### src/rtl/dmem_arbiter.sv
// ---------------------------------------------------------------------------
// dmem_arbiter
//
// Shares one single-port data memory between the core load/store path and a
// host port used for preloading and inspecting memory. One access is issued
// per cycle. The core normally wins, but a host that keeps losing is forced
// through after STARVE_MAX lost cycles. The host may also hold the memory
// exclusively (lock mode) for at most BURST_MAX cycles. Reads have one cycle
// of latency and are returned to whichever requester issued them.
//
// Valid/ready handshake (both requesters):
//   A request is presented by holding *_req high with its address, write
//   enable and data stable. It is accepted in the cycle where the grant is
//   seen: for the core that is core_req && !core_stall, for the host that is
//   host_gnt. A request that is not accepted must be held unchanged into the
//   next cycle. A read that is accepted in cycle N returns data in cycle N+1
//   with the matching *_rvalid high for exactly that one cycle. Writes are
//   performed in the cycle they are accepted and produce no rvalid.
//
// Ports:
//   i_clk, i_rst_n                 clock (rising edge), async active-low reset
//   i_core_req/we/addr/wdata       core request
//   o_core_stall                   core request not issued this cycle
//   o_core_rvalid, o_core_rdata    core read return
//   i_host_req/we/lock/addr/wdata  host request (lock = hold memory)
//   o_host_gnt                     host request issued this cycle
//   o_host_rvalid, o_host_rdata    host read return
//   o_mem_we/addr/wdata            memory command
//   i_mem_rdata                    memory read data (one cycle after address)
//   o_locked                       arbiter is in lock state
//   o_dbg_starve_cnt               host starvation counter
//   o_dbg_burst_cnt                lock burst length counter
// ---------------------------------------------------------------------------
module dmem_arbiter #(
  parameter int AW         = 8,
  parameter int DW         = 8,
  parameter int STARVE_MAX = 4,
  parameter int BURST_MAX  = 16,
  localparam int SW        = $clog2(STARVE_MAX + 1),
  localparam int BW        = $clog2(BURST_MAX + 1)
) (
  input  logic          i_clk,
  input  logic          i_rst_n,
  // core port
  input  logic          i_core_req,
  input  logic          i_core_we,
  input  logic [AW-1:0] i_core_addr,
  input  logic [DW-1:0] i_core_wdata,
  output logic          o_core_stall,
  output logic          o_core_rvalid,
  output logic [DW-1:0] o_core_rdata,
  // host port
  input  logic          i_host_req,
  input  logic          i_host_we,
  input  logic          i_host_lock,
  input  logic [AW-1:0] i_host_addr,
  input  logic [DW-1:0] i_host_wdata,
  output logic          o_host_gnt,
  output logic          o_host_rvalid,
  output logic [DW-1:0] o_host_rdata,
  // memory port
  output logic          o_mem_we,
  output logic [AW-1:0] o_mem_addr,
  output logic [DW-1:0] o_mem_wdata,
  input  logic [DW-1:0] i_mem_rdata,
  // status / debug
  output logic          o_locked,
  output logic [SW-1:0] o_dbg_starve_cnt,
  output logic [BW-1:0] o_dbg_burst_cnt
);

  typedef enum logic {
    S_ARB  = 1'b0,
    S_LOCK = 1'b1
  } state_t;

  typedef enum logic [1:0] {
    OWN_NONE = 2'd0,
    OWN_CORE = 2'd1,
    OWN_HOST = 2'd2
  } owner_t;

  state_t        r_state;
  logic [SW-1:0] r_starve_cnt;
  logic [BW-1:0] r_burst_cnt;
  logic          r_core_rvalid;
  logic          r_host_rvalid;

  owner_t        w_winner;
  logic          w_host_gnt;
  logic          w_starved;
  logic          w_burst_done;

  assign w_starved    = (r_starve_cnt == SW'(STARVE_MAX));
  assign w_burst_done = (r_burst_cnt == BW'(BURST_MAX));

  // Issue decision for the current cycle.
  always_comb begin
    w_winner = OWN_NONE;
    if (r_state == S_LOCK) begin
      // Core is shut out entirely while the host holds the lock.
      if (i_host_req) w_winner = OWN_HOST;
    end else if (i_host_req && (!i_core_req || w_starved)) begin
      w_winner = OWN_HOST;
    end else if (i_core_req) begin
      w_winner = OWN_CORE;
    end
  end

  assign w_host_gnt   = (w_winner == OWN_HOST);
  assign o_host_gnt   = w_host_gnt;
  assign o_core_stall = i_core_req && (w_winner != OWN_CORE);

  // Memory command mux. Address/data follow the core when idle; they are
  // don't-care then since mem_we is low.
  always_comb begin
    o_mem_we    = 1'b0;
    o_mem_addr  = i_core_addr;
    o_mem_wdata = i_core_wdata;
    case (w_winner)
      OWN_CORE: begin
        o_mem_we    = i_core_we;
        o_mem_addr  = i_core_addr;
        o_mem_wdata = i_core_wdata;
      end
      OWN_HOST: begin
        o_mem_we    = i_host_we;
        o_mem_addr  = i_host_addr;
        o_mem_wdata = i_host_wdata;
      end
      default: ;
    endcase
  end

  // State, counters and read-return tracking.
  always_ff @(posedge i_clk or negedge i_rst_n) begin
    if (!i_rst_n) begin
      r_state       <= S_ARB;
      r_starve_cnt  <= '0;
      r_burst_cnt   <= '0;
      r_core_rvalid <= 1'b0;
      r_host_rvalid <= 1'b0;
    end else begin
      // Each read marks its own owner for the following cycle only, so
      // back-to-back reads from different owners never collide.
      r_core_rvalid <= (w_winner == OWN_CORE) && !i_core_we;
      r_host_rvalid <= (w_winner == OWN_HOST) && !i_host_we;

      if (i_host_req && !w_host_gnt) begin
        if (!w_starved) r_starve_cnt <= r_starve_cnt + SW'(1);
      end else begin
        r_starve_cnt <= '0;
      end

      case (r_state)
        S_ARB: begin
          if (w_host_gnt && i_host_lock) begin
            r_state     <= S_LOCK;
            r_burst_cnt <= BW'(1);
          end
        end
        S_LOCK: begin
          if (!i_host_lock || w_burst_done) begin
            r_state     <= S_ARB;
            r_burst_cnt <= '0;
            // A forced exit hands the next contested cycle to the core.
            if (w_burst_done) r_starve_cnt <= '0;
          end else begin
            r_burst_cnt <= r_burst_cnt + BW'(1);
          end
        end
        default: r_state <= S_ARB;
      endcase
    end
  end

  assign o_core_rvalid    = r_core_rvalid;
  assign o_host_rvalid    = r_host_rvalid;
  assign o_core_rdata     = i_mem_rdata;
  assign o_host_rdata     = i_mem_rdata;
  assign o_locked         = (r_state == S_LOCK);
  assign o_dbg_starve_cnt = r_starve_cnt;
  assign o_dbg_burst_cnt  = r_burst_cnt;

endmodule

### config.mk
export PLATFORM = sky130hd
export DESIGN_NAME = dmem_arbiter
export DESIGN_NICKNAME = d
export VERILOG_FILES = /design/src/rtl/dmem_arbiter.sv
export SDC_FILE = /design/constraint.sdc
export NUM_CORES = 1
export LEC_CHECK = 0
export ABC_AREA = 1
export CORE_MARGIN = 2
export CORE_UTILIZATION = 27
export CTS_CLUSTER_DIAMETER = 40
export CTS_CLUSTER_SIZE = 12
export DETAILED_ROUTE_END_ITERATION = 12
export HOLD_SLACK_MARGIN = 0.12
export PLACE_DENSITY_LB_ADDON = 0.15
export RECOVER_POWER = 50
export SYNTH_ARGS = -nofsm -noshare
export SYNTH_HDL_FRONTEND = slang
export SYNTH_SLANG_ARGS = --single-unit
### constraint.sdc
create_clock -name i_clk -period 1.7 [get_ports i_clk]
set_clock_uncertainty 0.2 [all_clocks]
set_input_delay 0.17 -clock i_clk [delete_from_list [all_inputs] [get_ports i_clk]]
set_output_delay 0.17 -clock i_clk [all_outputs]
set_load 0.01 [all_outputs]
==> results.tsv <==
stage	metric	value	unit
route	postRouteAntennaNets	0	
worst_setup_path	crit_fanout	6	
clock_network	cts_tree	done	
run_status	violations	setup timing	
floorplan	die_h	64.4	um
power	seqPwrFrac	20.3	%
finish	fin_nets	275	
route	firstDrtPassIters	4	
route	routed_wl	3.16	mm
global_route	grt_pass1_vias	1065	
logic_synthesis	yosysTopAreaCellShare	28.0	%
route	drc	0	
timing	maxSlewViolCount	0	
placement	gp_congestion	0.820	
floorplan	die_w	64.4	um
power	p_clk_share	9.8	%
worst_setup_path	crit_chain	inv_2 -> ha_4 -> nand2_4 -> a21oi_4 -> ha_4 -> buf_12 -> clkbuf_16 -> nand2_2 -> nand2_2 -> buf_6	
worst_setup_path	crit_family	buffers and inverters	
timing	finalSetupViolCount	29	
placement	port_buffers	68	
placement	place_hpwl	2.44	mm
logic_synthesis	ys_top_cells_by_area	dfrtp_1, nand2_1, buf_4	
power	leakagePower	1.01	nW
logic_synthesis	ys_seq_area_share	28.0	%
worst_setup_path	worstPathRequired	1330	ps
logic_synthesis	yosysTopAreaCell	dfrtp_1	
logic_synthesis	synth_nets	200	
route	vias	1157	
logic_synthesis	yosys.area_share.adder	7.63	%
worst_hold_path	hold_path_class	in -> out	
timing	rsz0062_at_grt	yes	
logic_synthesis	synth_compound_area_share	7.38	%
global_route	grt_max_degree	18	
logic_synthesis	synth_area	983	um2
timing	fmax	0.467	GHz
route	wire_per_inst	11.9	um
global_route	grt_pass1_wl	4.78	mm
timing	slew_headroom	65.0	%
global_route	grt_use_total	14.9	%
logic_synthesis	syn_area_per_cell	6.69	um2
clock_network	ctsRootBufferMaster	clkbuf_4	
finish	design_area	2050	um2
logic_synthesis	synth.distinct_cells	23	
timing	period_minus_slack	2140	ps
placement	placed_cells	254	
finish	utilization	59.9	%
finish	drive_gt1_share	46.6	%
worst_setup_path	cp_data_arrival_time	1770	ps
logic_synthesis	synthCells	147	
finish	finalNonFillerCells	267	
worst_setup_path	end_kind	output pin	
run_status	status	finished with violations	
worst_setup_path	crit_path_start_kind	register	
route	via_per_inst	4.33	
floorplan	io_pins	93	
floorplan	rows	21	
logic_synthesis	synthSimpleGateAreaFrac	33.5	%
clock_network	clkLatencyLatePin	270	ps
worst_setup_path	max_stage_delay	400	ps
timing	whs	140	ps
power	finalPower	1.85	mW
logic_synthesis	synth-seq-cells	11	
logic_synthesis	synthMuxAreaShare	0	%
worst_setup_path	worstSetupPathType	reg -> out	
clock_network	cts_made_buffers	3	
floorplan	die-area	4140	um2
finish	n_antenna_cell	0	
finish	syn2layout_area_growth	108	%
worst_setup_path	cp_num_buf_inv	4	
power	intPower	1.11	mW
power	pwr-share-comb	69.9	%
power	p_sw_share	40.0	%
timing	worst_pin_slew	523	ps
worst_setup_path	crit_slowest_cell	dfrtp_1	
floorplan	core	3420	um2
floorplan	start_util	28.8	%
clock_network	clk_pin_slew	70	ps
power	worst_ir_drop_vdd	349	uV
run	cap_violations	0	
clock_network	cts_sinks	11	
power	pwr_density_cell	904	nW/um2
timing	hold_violations	0	
logic_synthesis	synth_top_family_by_area	simple AND/OR/NAND/NOR gates	
timing	period_share	126	%
clock_network	cts_max_level	1	
clock_network	clk_path_buf_depth	2	
logic_synthesis	yosys_warnings	0	
global_route	antenna_found_initial	0	
power	netSwitchingPower	0.740	mW
logic_synthesis	synth-xor-area-share	1.78	%
global_route	grt_overflow	0	
route	first_iter_violations	33	
placement	place_area	1750	um2
timing	timing.final.ws_setup	-443	ps
registers in the layout (all words and copies together) (netlist names):
signal / flops
o_core_rvalid: 1
o_dbg_burst_cnt: 5
o_dbg_starve_cnt: 3
o_host_rvalid: 1
o_locked: 1
cell families after synthesis:
| kind of cell | after synthesis |
|---|---|
| and+or+nand+nor | 81 |
| AOI/OAI and AO/OA | 11 |
| adders and majority gates | 6 |
| xor gates and xnor gates | 2 |
| DFF | 11 |
| buffers and inverters | 36 |
through the flow:
stage / setup TNS (ps) / setup slack [ps]
after detailed placement: -15000 / -680
after floorplan: -2390 / -173
after global routing: -13370 / -560
final: -10030 / -443
after global placement: -14320 / -655
after CTS: -10890 / -489
path summary, 6_finish.rpt:
path,from,endpoint,slack [ps],cells past startpoint
max,o_dbg_starve_cnt[0],o_mem_wdata[3],-440,10
min,i_mem_rdata[3],o_core_rdata[3],140,0
max reg2reg,o_dbg_starve_cnt[0],o_dbg_burst_cnt[1],-350,12
min reg2reg,o_dbg_burst_cnt[4],o_dbg_burst_cnt[4],360,2
max in group asynchronous,i_rst_n,o_dbg_burst_cnt[4],270,2
min in group asynchronous,i_rst_n,o_locked,650,2
cells in the final DEF (no fill, tap or decap), drive strengths merged:
| master | count |
|---|---|
| a21oi | 4 |
| buf | 39 |
| clkbuf | 5 |
| clkdlybuf4s25 | 1 |
| clkdlybuf4s50 | 44 |
| dfrtp | 11 |
| dlygate4sd2 | 1 |
| dlygate4sd3 | 2 |
| dlymetal6s2s | 2 |
| ha | 6 |
| inv | 16 |
| nand2 | 64 |
| nand3 | 5 |
| nand3b | 1 |
| nand4 | 2 |
| nor2 | 9 |
| o21ai | 6 |
| o21bai | 1 |
| xnor2 | 1 |
| xor2 | 1 |
what timing repair did:
item / in CTS / in global routing
gates cloned: 0 / 1
endpoints found under the hold margin: 11 / 0
endpoints found under the setup margin: 31 / 32
buffers inserted: 5 / 4
hold buffers: 1 / 0
pin swaps: 6 / 22
resized for setup: 101 / 42
routing by layer:
metal  vias to the layer above  track usage, %  wire length (um)  share of wire (%)
met3                        22            2.46               173                5.5
met5                         -               0                 0                  0
met1                       521            16.5              1160                 37
li1                        578               -                 -                  -
met4                         0            7.71                90                2.8
met2                        36            27.1              1740                 55
power groups by stage:
stage,logic (mW),clock network [mW],registers (mW)
after global placement,1.04,0,0.371
after CTS,1.14,0.189,0.370
final,1.29,0.181,0.376
after detailed placement,1.05,0,0.373
after global routing,1.40,0.216,0.384
after floorplan,0.516,0,0.416
Yosys cell counts, drive strengths merged:
library cell	n
nand2	64
buf	20
inv	16
dfrtp	11
nor2	9
ha	6
o21ai	6
nand3	5
a21oi	4
nand4	2
nand3b	1
o21bai	1
xnor2	1
xor2	1
area by class of cell:
class                           count  area (um2)
Inverter                           16        65.1
Tap cell                           46        57.6
Clock buffer                        4        26.3
Fill cell                         318        1370
Multi-Input combinational cell    100         703
Timing Repair Buffer               90         916
Sequential cell                    11         279
Note: power is estimated with default switching activity, not from simulation.
==> edit 1: new RTL, same settings <==
Change the parameter `AW` from 8 to 7.
--- a/src/rtl/dmem_arbiter.sv
+++ b/src/rtl/dmem_arbiter.sv
@@ -32,7 +32,7 @@
 //   o_dbg_burst_cnt                lock burst length counter
 // ---------------------------------------------------------------------------
 module dmem_arbiter #(
-  parameter int AW         = 8,
+  parameter int AW         = 7,
   parameter int DW         = 8,
   parameter int STARVE_MAX = 4,
   parameter int BURST_MAX  = 16,
Ports: changed (resized i_core_addr, i_host_addr and o_mem_addr); port bits go from 93 to 90. The function was not compared with the original's and may differ.
==> edit 1 against the unedited design <==
The run still ends with negative setup slack left; first-iteration DRC count fell by 73%; wire length fell by 5.7%; setup slack improved by 37 ps; die area fell by 1.3%; synthesized cell count fell by 2.0%; sequential cell count did not move; combinational power fell by 15%; total power fell by 11%; sequential power barely moved; count of clock-buffer cells in the layout did not move; synthesized area fell by 1.4%; final cell count fell by 1.1%; final area fell by 11%; critical path type unchanged.
==> edit 1: results (changes against the unedited design) <==
Root Driver = clkbuf_4 (unchanged)
# H-tree levels = 1 (unchanged)
RR Endpoint = o_dbg_burst_cnt[3] (was o_dbg_burst_cnt[1])
Pleak = 0.8937 nW (was 1.013 nW)
clock latency on the worst-skew pair = 270 ps (about the same)
critical path capture point = o_mem_addr[0] (was o_mem_wdata[3])
status = finished with violations (unchanged)
Synth area leaders = dfrtp_1 28%, nand2_1 23%, buf_4 13%, ha_1 7.7%, inv_1 5.4% (was dfrtp_1 28%, nand2_1 24%, buf_4 14%, ha_1 7.6%, inv_1 5.7%)
Max IR drop VDD = 0.3078 mV (was 0.3494 mV)
failing checks = negative setup slack (unchanged)
YS warnings = 0 (unchanged)
number of vias per cell = 4.235 (was 4.333)
Clock transition at path regs = 70 ps (about the same)
Distinct cells, synth = 23 (unchanged)
r2r setup slk = -290 ps (was -350 ps)
largest net degree at the start of global routing = 18 (unchanged)
Rel. slew slack = 0.6654 (was 0.6500)
XOR/XNOR Fraction of Synth Area = 0.01806 (was 0.01781)
share of cells above drive strength 1 = 0.3624 (was 0.4661)
Crit path arrival time = 1740 ps (was 1770 ps)
CP top delay family = flip-flops (was buffers and inverters)
compound-cell area share of the yosys netlist = 0.07097 (was 0.07379)
post-DP HPWL = 2333 microns (was 2442 microns)
Routed WL = 2985 microns (was 3164 microns)
Final Setup Violations = 24 (was 29)
Worst path max stage delay = 400 ps (about the same)
max reg flops = 5 (unchanged)
first-pass GRT wire length = 4947 microns (was 4781 microns)
drt pass-1 iters = 4 (unchanged)
Final WS setup = -406.1 ps (was -442.8 ps)
Placer Congestion = 0.8064 (was 0.8197)
Slew Viols, Final = 0 (unchanged)
sequential area share after synthesis = 0.2839 (was 0.2799)
Slowest-stage cell, CP = dfrtp_1 (unchanged)
post-synthesis async set-or-reset flop share = 1.000 (unchanged)
crit-path max FO = 17 (was 6)
iteration-0 DRC count of the detailed router = 9 (was 33)
Synth Area in Adders = 0.07742 (was 0.07634)
synth cell count leaders = 60 x nand2_1, 17 x buf_4, 14 x inv_1 (was 63 x nand2_1, 18 x buf_4, 15 x inv_1)
Final nets = 270 (was 275)
diode count = 0 (unchanged)
hold crit path type = input pin to output port (unchanged)
pre-CTS setup slack = -702.2 ps (was -680.4 ps)
Port Buffers = 65 (was 68)
mux share of post-synthesis cell area = 0 (unchanged)
Crit. Startpoint = o_dbg_starve_cnt[1] (was o_dbg_starve_cnt[0])
total CTS buffers = 3 (unchanged)
R2R depth = 12 (unchanged)
Synthesized Nets = 195 (was 200)
Max Root-Sink Buffers = 2 (unchanged)
Total GRT Usage = 0.1543 (was 0.1490)
initial antenna violation count = 0 (unchanged)
vias in the first global route = 1163 (was 1065)
[edit 1: changes by cell type after synthesis]
cell	unedited run	this run
nand2_1	63	60
inv_2	0	2
a21oi_2	1	2
a21oi_4	1	0
buf_4	18	17
buf_6	1	2
inv_1	15	14
inv_4	1	0
o21ai_0	2	1
o21ai_2	0	1
[edit 1: cell type report]
class                      instances  area (sq um)
fill                             336          1575
timing repair buffer              90         790.8
multi-input combinational         97         595.6
sequential                        11         276.5
inverter                          16         67.56
tap                               46         57.56
clock buffer                       4         26.28
[edit 1: per-stage QoR]
step                utilization  hold slack (ps)  area (sq um)  TNS, ps  std cells
finish                   0.5353            140.0          1814    -8416        264
global route             0.5353            140.0          1814   -11340        264
CTS                      0.5301            140.1          1797    -8418        262
detailed placement       0.4980            140.1          1688   -14610        245
global placement         0.4980            140.1          1688   -13820        245
floorplan                     -           -325.6          1066    -1534        144
[edit 1: report_power, final]
part | total [mW] | switching (mW) | internal [mW]
Clock | 0.182 | 0.0910 | 0.0909
Sequential | 0.375 | 0.0591 | 0.316
Combinational | 1.10 | 0.514 | 0.582
Total | 1.65 | 0.664 | 0.989
[edit 1: cell families (layout without fill, tap and decap cells)]
family,after synthesis,after routing
simple gates,78,78
buf+inv,36,110
compound gates,11,11
flops,11,11
fa+ha+maj,6,6
xor+xnor,2,2
[edit 1: timing repair]
action	CTS	global route
hold buffers	1	0
resized for setup	94	2
setup buffers	12	2
endpoints found under the hold margin	11	0
endpoints found under the setup margin	29	28
pin swaps	3	2
[edit 1: worst min-delay path by stage]
| stage | from | to | slack [ps] | depth (start not counted) |
|---|---|---|---|---|
| 2_1_floorplan | i_rst_n | o_core_rvalid | -330 | 0 |
| 3_3_place_gp | i_mem_rdata[5] | o_core_rdata[5] | 140 | 0 |
| 3_5_place_dp | i_mem_rdata[5] | o_core_rdata[5] | 140 | 0 |
| 4_1_cts | i_mem_rdata[5] | o_core_rdata[5] | 140 | 0 |
| 5_1_grt | i_mem_rdata[6] | o_core_rdata[6] | 140 | 0 |
| 6_report | i_mem_rdata[4] | o_core_rdata[4] | 140 | 0 |
[edit 1: layer usage]
layer	global-route usage	wire, microns	vias up
li1	-	-	570
met1	0.1696	1112	498
met2	0.2773	1578	44
met3	0.03521	233	6
met4	0.07337	61	0
met5	0	0	-
==> edit 2: new RTL, config.mk and constraints unchanged <==
Made on the original files. Reset style: synchronous (`i_rst_n`), changed in one clocked block. Comments in the files are not updated.
--- a/src/rtl/dmem_arbiter.sv
+++ b/src/rtl/dmem_arbiter.sv
@@ -133,7 +133,7 @@
   end
 
   // State, counters and read-return tracking.
-  always_ff @(posedge i_clk or negedge i_rst_n) begin
+  always_ff @(posedge i_clk) begin
     if (!i_rst_n) begin
       r_state       <= S_ARB;
       r_starve_cnt  <= '0;
Function: differs if i_rst_n is asserted again (counterexample within 4 cycles, from zero or initial values and one cycle with i_rst_n low); with i_rst_n held inactive, the same outputs for 10 cycles.
==> edit 2 against the unedited design <==
The flow still finishes with violations (negative setup slack); final area shrank 5.3%; wire length grew 5.2%; synthesized area shrank 3.2%; sequential cell count is the same; setup slack gained 66 ps; non-clock buffer count shrank 1; synthesized cell count grew 4.1%; critical path type unchanged; critical endpoint is now o_mem_wdata[2]; highest routed layer unchanged.
Power is not compared: it rests on default switching activity, and its combinational part moved more than twofold at a synthesized area within 25%.
==> edit 2: results (changes against the unedited design) <==
status = finished with violations (unchanged)
failing checks = negative setup slack (unchanged)
Final WS setup = -377.3 ps (was -442.8 ps)
WHS Endpoint = o_core_rdata[1] (was o_core_rdata[3])
hold_sp = i_mem_rdata[1] (was i_mem_rdata[3])
number of vias per cell = 4.542 (was 4.333)
synth cell count leaders = 64 x nand2_1, 18 x buf_4, 16 x inv_1 (was 63 x nand2_1, 18 x buf_4, 15 x inv_1)
fillers = 330 (was 318)
Placer Congestion = 0.8041 (was 0.8197)
WL met3 = 348 microns (was 173 microns)
Slowest-stage cell, CP = dfxtp_2 (was dfrtp_1)
Least-Margin Pin Slew = 215.7 ps (was 523.2 ps)
crit-path max FO = 5 (was 6)
Synthesized Nets = 206 (was 200)
Setup TNS Final = -8478 ps (was -10030 ps)
Synth Area in Adders = 0.07884 (was 0.07634)
met2 usage = 0.2961 (was 0.2708)
wire per inst = 12.19 microns (was 11.85 microns)
r2r setup slk = -330 ps (was -350 ps)
critical path capture point = o_mem_wdata[2] (was o_mem_wdata[3])
Worst path max stage delay = 320 ps (was 400 ps)
R2R depth = 13 (was 12)
reg-to-reg startpoint = o_dbg_starve_cnt[0] (unchanged)
Crit path arrival time = 1710 ps (was 1770 ps)
sequential area share after synthesis = 0.2313 (was 0.2799)
iteration-0 DRC count of the detailed router = 32 (was 33)
ys flop type = dfxtp_1 (was dfrtp_1)
Final Setup Violations = 28 (was 29)
vias in the first global route = 1204 (was 1065)
compound-cell area share of the yosys netlist = 0.09461 (was 0.07379)
met1 usage = 0.1801 (was 0.1649)
share of cells above drive strength 1 = 0.4626 (was 0.4661)
met3 Usage GRT = 0.04107 (was 0.02465)
edit 2: logic make-up after synthesis:
group / Yosys count
buffers and inverters: 36
xor gates and xnor gates: 1
AOI/OAI and AO/OA: 15
and+or+nand+nor: 84
adders and majority gates: 6
DFF: 11
edit 2: what timing repair did:
item / in CTS / in global routing
setup buffers: 5 / 3
cloned: 1 / 0
pin swaps: 10 / 7
endpoints found under the setup margin: 29 / 31
gates resized for setup: 120 / 9
edit 2: stage by stage:
step | util | instances | cell area (sq um) | hold WS, ps | setup WS [ps]
floorplan | - | 153 | 1057 | 41.51 | -77.79
global placement | 0.5160 | 261 | 1735 | 140.1 | -709.4
detailed placement | 0.5160 | 261 | 1735 | 140.1 | -732.0
CTS | 0.5647 | 271 | 1899 | 140.1 | -402.3
global route | 0.5763 | 273 | 1938 | 140.0 | -466.8
finish | 0.5763 | 273 | 1938 | 140.0 | -377.3
edit 2: cell type report:
class / count / area share
sequential: 11 / 0.1181
clock inverter: 1 / 0.002582
inverter: 17 / 0.03938
clock buffer: 3 / 0.01162
multi-input combinational: 106 / 0.3596
timing repair buffer: 89 / 0.4390
tap: 46 / 0.02970
edit 2: power groups by stage:
stage / clock, mW / combinational [mW] / sequential [mW]
final: 0.186 / 0.355 / 0.268
after global routing: 0.200 / 0.382 / 0.269
after detailed placement: 0 / 0.319 / 0.274
after global placement: 0 / 0.314 / 0.274
after floorplan: 0 / 0.157 / 0.277
after CTS: 0.193 / 0.352 / 0.268
edit 2: worst reg2reg max path, stage by stage (launching register included):
cell,delay [ps]
dfxtp_2,330
inv_2,50
ha_4,160
nand2_4,90
o21ai_4,70
ha_4,180
buf_6,140
buf_4,130
buf_6,120
nand2_2,50
inv_2,50
buf_4,130
o21ai_0,150
a21oi_1,90
